==> config.mk <==
export PLATFORM = sky130hd
export DESIGN_NAME = multicycle_control
export DESIGN_NICKNAME = d
export VERILOG_FILES = /design/src/rtl/mc_pkg.sv /design/src/rtl/multicycle_control.sv
export SDC_FILE = /design/constraint.sdc
export NUM_CORES = 1
export LEC_CHECK = 0
export ABC_CLOCK_PERIOD_IN_PS = 1850
export CORE_MARGIN = 2
export CORE_UTILIZATION = 61
export DETAILED_ROUTE_END_ITERATION = 16
export DONT_BUFFER_PORTS = 1
export PLACE_DENSITY = 0.75
export SLEW_MARGIN = 20
export SYNTH_ARGS = -nofsm -noshare
export SYNTH_HDL_FRONTEND = slang
export SYNTH_SLANG_ARGS = --single-unit
==> constraint.sdc <==
create_clock -name clk -period 1.85 [get_ports clk]
set_clock_uncertainty 0.05 [all_clocks]
set_input_delay 0.185 -clock clk [delete_from_list [all_inputs] [get_ports clk]]
set_output_delay 0.185 -clock clk [all_outputs]
set_load 0.005 [all_outputs]
==> src/rtl/mc_pkg.sv <==
// mc_pkg: state encodings, opcodes and datapath select constants for the multi-cycle control FSM
package mc_pkg;
  typedef enum logic [3:0] {
    S_FETCH    = 4'd0,
    S_DECODE   = 4'd1,
    S_MEMADR   = 4'd2,
    S_MEMREAD  = 4'd3,
    S_MEMWB    = 4'd4,
    S_MEMWRITE = 4'd5,
    S_EXECR    = 4'd6,
    S_EXECI    = 4'd7,
    S_ALUWB    = 4'd8,
    S_BEQ      = 4'd9,
    S_JAL      = 4'd10,
    S_TRAP     = 4'd11
  } state_e;
  localparam logic [6:0] OP_LW  = 7'b0000011;
  localparam logic [6:0] OP_SW  = 7'b0100011;
  localparam logic [6:0] OP_R   = 7'b0110011;
  localparam logic [6:0] OP_I   = 7'b0010011;
  localparam logic [6:0] OP_BEQ = 7'b1100011;
  localparam logic [6:0] OP_JAL = 7'b1101111;
  localparam logic [1:0] ALU_ADD   = 2'b00;
  localparam logic [1:0] ALU_SUB   = 2'b01;
  localparam logic [1:0] ALU_FUNCT = 2'b10;
  localparam logic [1:0] SRCA_PC    = 2'b00;
  localparam logic [1:0] SRCA_OLDPC = 2'b01;
  localparam logic [1:0] SRCA_RS1   = 2'b10;
  localparam logic [1:0] SRCB_RS2  = 2'b00;
  localparam logic [1:0] SRCB_IMM  = 2'b01;
  localparam logic [1:0] SRCB_FOUR = 2'b10;
  localparam logic [1:0] RES_ALUOUT    = 2'b00;
  localparam logic [1:0] RES_MEM       = 2'b01;
  localparam logic [1:0] RES_ALURESULT = 2'b10;
endpackage

==> src/rtl/multicycle_control.sv <==
// multicycle_control: RV32I multi-cycle main control FSM with memory timeout; MC_ILLEGAL_TRAP_EN adds the TRAP state and illegal_instr
module multicycle_control
  import mc_pkg::*;
#(
  parameter int MAX_WAIT = 255,
  parameter int WAIT_W   = 8
) (
  input  logic       clk,
  input  logic       reset,
  input  logic [6:0] opcode,
  input  logic       zero,
  input  logic       mem_ready,
  output logic       mem_req,
  output logic       mem_we,
  output logic       adr_src,
  output logic       ir_write,
  output logic       pc_write,
  output logic       reg_write,
  output logic [1:0] alu_src_a,
  output logic [1:0] alu_src_b,
  output logic [1:0] alu_op,
  output logic [1:0] result_src,
  output logic       bus_timeout,
  output logic [3:0] state_o
`ifdef MC_ILLEGAL_TRAP_EN
  ,
  output logic       illegal_instr
`endif
);
`ifdef MC_ILLEGAL_TRAP_EN
  localparam state_e ILLEGAL_NXT = S_TRAP;
`else
  localparam state_e ILLEGAL_NXT = S_FETCH;
`endif
  state_e state_q, state_d;
  logic [WAIT_W-1:0] cnt_q, cnt_d;
  logic stall, timeout;
  // state register and memory wait counter
  always_ff @(posedge clk or posedge reset) begin
    if (reset) begin
      state_q <= S_FETCH;
      cnt_q   <= '0;
    end else begin
      state_q <= state_d;
      cnt_q   <= cnt_d;
    end
  end
  // next state, wait counting and timeout abort back to FETCH
  always_comb begin
    stall   = (state_q inside {S_FETCH, S_MEMREAD, S_MEMWRITE}) && !mem_ready;
    timeout = stall && (MAX_WAIT != 0) && (cnt_q == WAIT_W'(MAX_WAIT));
    state_d = state_q;
    case (state_q)
      S_FETCH:    state_d = mem_ready ? S_DECODE : S_FETCH;
      S_DECODE:
        case (opcode)
          OP_LW, OP_SW: state_d = S_MEMADR;
          OP_R:         state_d = S_EXECR;
          OP_I:         state_d = S_EXECI;
          OP_BEQ:       state_d = S_BEQ;
          OP_JAL:       state_d = S_JAL;
          default:      state_d = ILLEGAL_NXT;
        endcase
      S_MEMADR:   state_d = (opcode == OP_LW) ? S_MEMREAD : S_MEMWRITE;
      S_MEMREAD:  state_d = mem_ready ? S_MEMWB : S_MEMREAD;
      S_MEMWRITE: state_d = mem_ready ? S_FETCH : S_MEMWRITE;
      S_EXECR, S_EXECI, S_JAL: state_d = S_ALUWB;
      S_TRAP:     state_d = S_TRAP;
      default:    state_d = S_FETCH;
    endcase
    if (timeout) state_d = S_FETCH;
    cnt_d = (stall && !timeout) ? (&cnt_q ? cnt_q : cnt_q + 1'b1) : '0;
  end
  // Moore decode, qualified by mem_ready/zero, with timeout suppression and asynchronous reset gating of strobes
  always_comb begin
    mem_req    = 1'b0;
    mem_we     = 1'b0;
    adr_src    = 1'b0;
    ir_write   = 1'b0;
    pc_write   = 1'b0;
    reg_write  = 1'b0;
    alu_src_a  = SRCA_PC;
    alu_src_b  = SRCB_RS2;
    alu_op     = ALU_ADD;
    result_src = RES_ALUOUT;
    case (state_q)
      S_FETCH: begin
        mem_req    = 1'b1;
        alu_src_b  = SRCB_FOUR;
        result_src = RES_ALURESULT;
        ir_write   = mem_ready;
        pc_write   = mem_ready;
      end
      S_DECODE: begin
        alu_src_a = SRCA_OLDPC;
        alu_src_b = SRCB_IMM;
      end
      S_MEMADR: begin
        alu_src_a = SRCA_RS1;
        alu_src_b = SRCB_IMM;
      end
      S_MEMREAD: begin
        mem_req = 1'b1;
        adr_src = 1'b1;
      end
      S_MEMWB: begin
        result_src = RES_MEM;
        reg_write  = 1'b1;
      end
      S_MEMWRITE: begin
        mem_req = 1'b1;
        mem_we  = 1'b1;
        adr_src = 1'b1;
      end
      S_EXECR: begin
        alu_src_a = SRCA_RS1;
        alu_op    = ALU_FUNCT;
      end
      S_EXECI: begin
        alu_src_a = SRCA_RS1;
        alu_src_b = SRCB_IMM;
        alu_op    = ALU_FUNCT;
      end
      S_ALUWB: reg_write = 1'b1;
      S_BEQ: begin
        alu_src_a = SRCA_RS1;
        alu_op    = ALU_SUB;
        pc_write  = zero;
      end
      S_JAL: begin
        alu_src_a = SRCA_OLDPC;
        alu_src_b = SRCB_FOUR;
        pc_write  = 1'b1;
      end
      default: ;
    endcase
    bus_timeout = timeout && !reset;
    if (timeout || reset) begin
      ir_write  = 1'b0;
      pc_write  = 1'b0;
      mem_we    = 1'b0;
      reg_write = 1'b0;
    end
    if (reset) mem_req = 1'b0;
  end
  assign state_o = state_q;
`ifdef MC_ILLEGAL_TRAP_EN
  assign illegal_instr = (state_q == S_TRAP);
`endif
endmodule

After elaboration in Yosys (flattened, before gate mapping):

Index checks and enable logic that the tools add are counted.

* register bits: 12
* output and inout bits: 19
* logic and storage cells: 67

* add/subtract/negate cells: 1
* equality and inequality tests: 19
* mux-type cells: 24
* reduce and logical (&&, ||, !) cells: 21

Operators by type and width (count)
* 4-bit case mux with 7 select lines: 1
* 4-bit case mux with 5 select lines: 1
* 4-bit by 3-bit == test with 1-bit output, second input constant: 4
* 4-bit == test, second input constant: 4
* 8-bit two-way mux: 2
* 2-bit case mux with 2 select lines: 4
* 7-bit by 6-bit == test with 1-bit output, second input constant: 2
* 7-bit == test, second input constant: 2
* 2-bit OR reduction: 6
* 1-bit two-way mux: 11
* 3-bit two-way mux: 3
* 3-bit OR reduction: 3
* 8-bit by 1-bit adder with 8-bit output, second input constant: 1
* 4-bit by 2-bit == test with 1-bit output, second input constant: 2
* 8-bit == test, second input constant: 1
* 8-bit AND reduction: 1
* 7-bit by 2-bit == test with 1-bit output, second input constant: 1
* 7-bit by 5-bit == test with 1-bit output, second input constant: 1
* 4-bit by 1-bit == test with 1-bit output, second input constant: 1
* 1-bit logical AND: 4
* 4-bit zero test: 1
* 4-bit two-way mux: 1
* 4-bit OR reduction: 1
* 1-bit zero test: 3
* other kinds (4): 4

Longest topological paths before layout:

* word-level depth: 7
* gate-level depth with buffers: 6
* depth with buffers taken out: 5

Worst setup path after synthesis:

No wires, ideal clock.

* path type: reg2out
* from: register state_q[1] (netlist: state_o[1])
* to: output port reg_write
* arrival: 1.526 ns
* data required time: 1.615 ns
* slack: 0.089 ns
* cell stages (with the launch flop): 6
* path buffers: 1
* cells stage by stage: dfrtp_1 buf_2 or4_4 o22ai_4 a21oi_1 and3_1

* longest elaborated chain between the ends: 6
* elaborated cells on any way between the ends: 12
* those cells by class: eq/ne (4); mux (2); reduce/logical (6)

RTL lines
* start: declaration: RTL line multicycle_control.sv:35 `state_e state_q, state_d;`
* start signal: assignment: RTL line multicycle_control.sv:44 `state_q <= state_d;`
* 4-bit by 2-bit == test with 1-bit output (tied with other cells): RTL line multicycle_control.sv:50 `stall = (state_q inside {S_FETCH, S_MEMREAD, S_MEMWRITE}) && !mem_ready;`
* 3-bit nonzero test: RTL line multicycle_control.sv:50
* 1-bit logical AND: RTL line multicycle_control.sv:50
* 1-bit logical AND: RTL line multicycle_control.sv:51 `timeout = stall && (MAX_WAIT != 0) && (cnt_q == WAIT_W'(MAX_WAIT));`
* 1-bit logical OR: RTL line multicycle_control.sv:138 `if (timeout || reset) begin`
* 1-bit two-way mux (*): RTL line multicycle_control.sv:138
* end: declaration: RTL line multicycle_control.sv:18 `output logic reg_write,`

Mark *: on every way between the ends. The rest lies on a longest branch, timed or not.

Worst setup path in the final report:

* from: register state_q[3] (netlist: state_o[3])
* to: output port bus_timeout

* longest elaborated chain between the ends: 5
* elaborated cells on any way between the ends: 7
* those cells by class: eq/ne (2); reduce/logical (5)

RTL lines
* 4-bit by 2-bit == test with 1-bit output (tied with other cells): RTL line multicycle_control.sv:50
* 3-bit nonzero test (*): RTL line multicycle_control.sv:50
* 1-bit logical AND (*): RTL line multicycle_control.sv:50
* 1-bit logical AND (*): RTL line multicycle_control.sv:51
* 1-bit logical AND (*): RTL line multicycle_control.sv:137 `bus_timeout = timeout && !reset;`
* end: declaration: RTL line multicycle_control.sv:23 `output logic bus_timeout,`

Marked as above.

==> impl_metrics.yaml <==
die:
  die_w_um: 44.1
  fp.dieArea_um2: 1940
  ioPinCount: 30
  rows: 14
  initial_utilization: 0.651
  core_area_um2: 1510
  die_h_um: 44.1
power:
  power_frac_seq: 0.484
  sw_frac_of_total: 0.281
  p_int_uw: 413
  p_comb_frac: 0.253
  power.leakage_uw: 0.000529
  ir_drop_uv: 442
  powerDensity_nw_per_um2: 493
  p_switching_uw: 162
  p_clk_frac: 0.263
  fin_total_pwr_uw: 575
timing:
  fin_crit_sh: 1.06
  max_freq_mhz: 512
  hold_viol: 0
  worst_pin_slew_ns: 0.437
  finalSetupViolations: 4
  relSlewSlack: 0.709
  rsz0062_at_grt: "yes"
  final_max_slew_viol_count: 0
  fin_crit_ns: 1.95
  setup_slack_ns: -0.103
route:
  dr.pass1.iters: 5
  wl_per_cell_um: 13.9
  viasPerCell: 5.89
  top_layer_used: "met3"
  dr_wl_met2_um: 998
  drt_iter0_drc: 18
  ant_nets: 0
  drc_errors: 0
  met3_length_um: 184
  dr_total_vias: 889
  wl_met1_um: 922
  finalWirelength_um: 2110
hold_path:
  hold_class: "in2reg"
placed_design:
  placed_area_um2: 1040
  portBuffers: 0
  dp_hpwl_um: 1570
  dp_cells: 141
  place_congestion: 0.833
global_routing:
  grt_remaining_overflow: 0
  grt_pass1_wl_um: 3210
  track_usage: 0.223
  grt_pass1_vias: 753
  grt_max_degree: 13
  antenna_found_initial: 0
yosys:
  yosys.cell_types.count: 39
  synth_area_leaders: "dfrtp_1 (31%), nor2_1 (6.9%), nand2b_1 (5.1%), xor2_1 (4.5%), nor3_1 (3.6%)"
  ys_async_sr_fraction: 1.00
  synthCells: 123
  yosys_warnings: 0
  yosysSeqAreaShare: 0.306
  synth_fp_nets: 135
  synth-edff-count: 0
  synth_top_area_frac: 0.306
  ys_ff_latch: 12
  synth_area_per_cell_um2: 7.98
  ys.flop_type: "dfrtp_1"
  yosys.area.top_type: "dfrtp_1"
  synth_area_um2: 981
finish:
  final_cells: 151
  fin_util: 0.773
  drive_above_1_share: 0.230
  syn_to_final_growth_pct: 18.8
  diodes: 0
  nNetsFinal: 149
  design_area_um2: 1160
status:
  status: "complete, but fails checks"
  violations: "negative setup slack"
clock_network:
  clock_sinks: 12
  clk_pin_slew_ns: 0.06
  cts_max_level: 1
  cts-root-buf: "clkbuf_4"
  worstSkewPairLatency_ns: 0.27
  cts_tree: "built"
  cts_buffer_depth: 2
  numCtsBuffers: 3
worst_setup_path:
  cpPeakStageDelay_ns: 0.55
  rrSetupSlack_ns: 0.11
  cp_cell_sequence: "or4_4 > o22ai_4 > buf_6 > and3_1"
  slowest_stage: "or4_4"
  path_class: "reg2out"
  crit_fanout: 4
  crit_required_ns: 1.62
  crit_path_end_kind: "output port"
  arrival_ns: 1.72
  cp-start-kind: "register"
job:
  drv_cap: 0
## synth_stat cells (2+ instances only)
| master | instances |
|---|---|
| nor4_1 | 2 |
| nand2_1 | 5 |
| and3_1 | 3 |
| nand4_1 | 2 |
| o31a_1 | 3 |
| nand2b_1 | 8 |
| nor2_1 | 18 |
| xor2_1 | 5 |
| o21ai_0 | 4 |
| nor3b_1 | 3 |
| dfrtp_1 | 12 |
| nor3_1 | 7 |
| buf_2 | 5 |
| nand3b_1 | 2 |
| nor4b_1 | 2 |
| inv_1 | 8 |
| a21oi_1 | 5 |
| and2_1 | 2 |
| nor2b_1 | 2 |
| nand3_1 | 3 |
| o22ai_1 | 3 |
| xnor2_1 | 2 |
## cell usage in the layout (no fill, tap or decap), types with 4 or more instances in the layout
| cell type | netlist | layout |
|---|---|---|
| nand2b_1 | 8 | 8 |
| xor2_1 | 5 | 5 |
| dfrtp_1 | 12 | 12 |
| nand2_1 | 5 | 5 |
| nor2_1 | 18 | 18 |
| nor3_1 | 7 | 5 |
| o21ai_0 | 4 | 4 |
| buf_4 | 0 | 14 |
| a21oi_1 | 5 | 4 |
| inv_1 | 8 | 8 |
## through the flow
stage / setup TNS, ns / hold WS (ns) / setup WS [ns]
after detailed placement: 0 / 0.0424 / 0.0648
after CTS: -0.436 / 0.0940 / -0.128
final: -0.365 / 0.106 / -0.103
after global placement: 0 / 0.0428 / 0.125
after global routing: -0.694 / 0.0949 / -0.183
after floorplan: 0 / 0.00476 / 0.0892
## layer usage
layer  vias to the layer above  GRT usage
met1                       399      0.274
met2                        36      0.374
met4                         0     0.0364
met3                         0     0.0898
li1                        454          -
met5                         -          0
## state kept, by name, summed over array words and instances, names as in the netlist
signal	count
cnt_q	8
state_o	4
## layout make-up
cell class              count  area (µm²)
repair buffers             16         126
flip-flops and latches     12         300
multi-input cells          96         666
fillers                   106         342
clock buffers               3        22.5
inverters                   8        30.0
well taps                  16        20.0
## logic make-up (layout without fill, tap and decap cells)
logic type,count (synthesis),count (layout),share of synthesized area
AOI/OAI and AO/OA,22,22,0.163
buffers and inverters,15,27,0.0638
xor gates and xnor gates,8,8,0.0791
and+or+nand+nor,65,65,0.375
DFF,12,12,0.306
adders and majority gates,1,1,0.0128
## critical path: cells and delay by family, from the launching register on
kind / cells / cell delay, ns
AOI/OAI and AO/OA: 1 / 0.21
and+or+nand+nor: 2 / 0.71
buffers and inverters: 1 / 0.13
DFF: 1 / 0.41
## power groups by stage
stage / Combinational (µW) / Clock (µW) / Sequential, µW
floorplan: 98.3 / 0 / 282
global route: 159 / 176 / 279
global placement: 121 / 0 / 284
CTS: 137 / 158 / 278
finish: 145 / 151 / 278
detailed placement: 122 / 0 / 284
## what timing repair did
item / in CTS / in global routing
resized for setup: 4 / 6
pin swaps: 2 / 1
buffers inserted: 4 / 2
hold buffers: 1 / 0
endpoints found under the setup margin: 4 / 7
endpoints found under the hold margin: 12 / 0
## worst paths after layout
kind,start,endpoint,depth (start not counted)
setup / recovery,state_o[3],bus_timeout,4
hold / removal,opcode[4],state_o[2],2
setup reg to reg,state_o[3],cnt_q[3],6
hold reg to reg,cnt_q[0],cnt_q[0],1
max in group asynchronous,reset,state_o[1],3
min in group asynchronous,reset,cnt_q[6],3
Power figures use the tool's default switching activity.
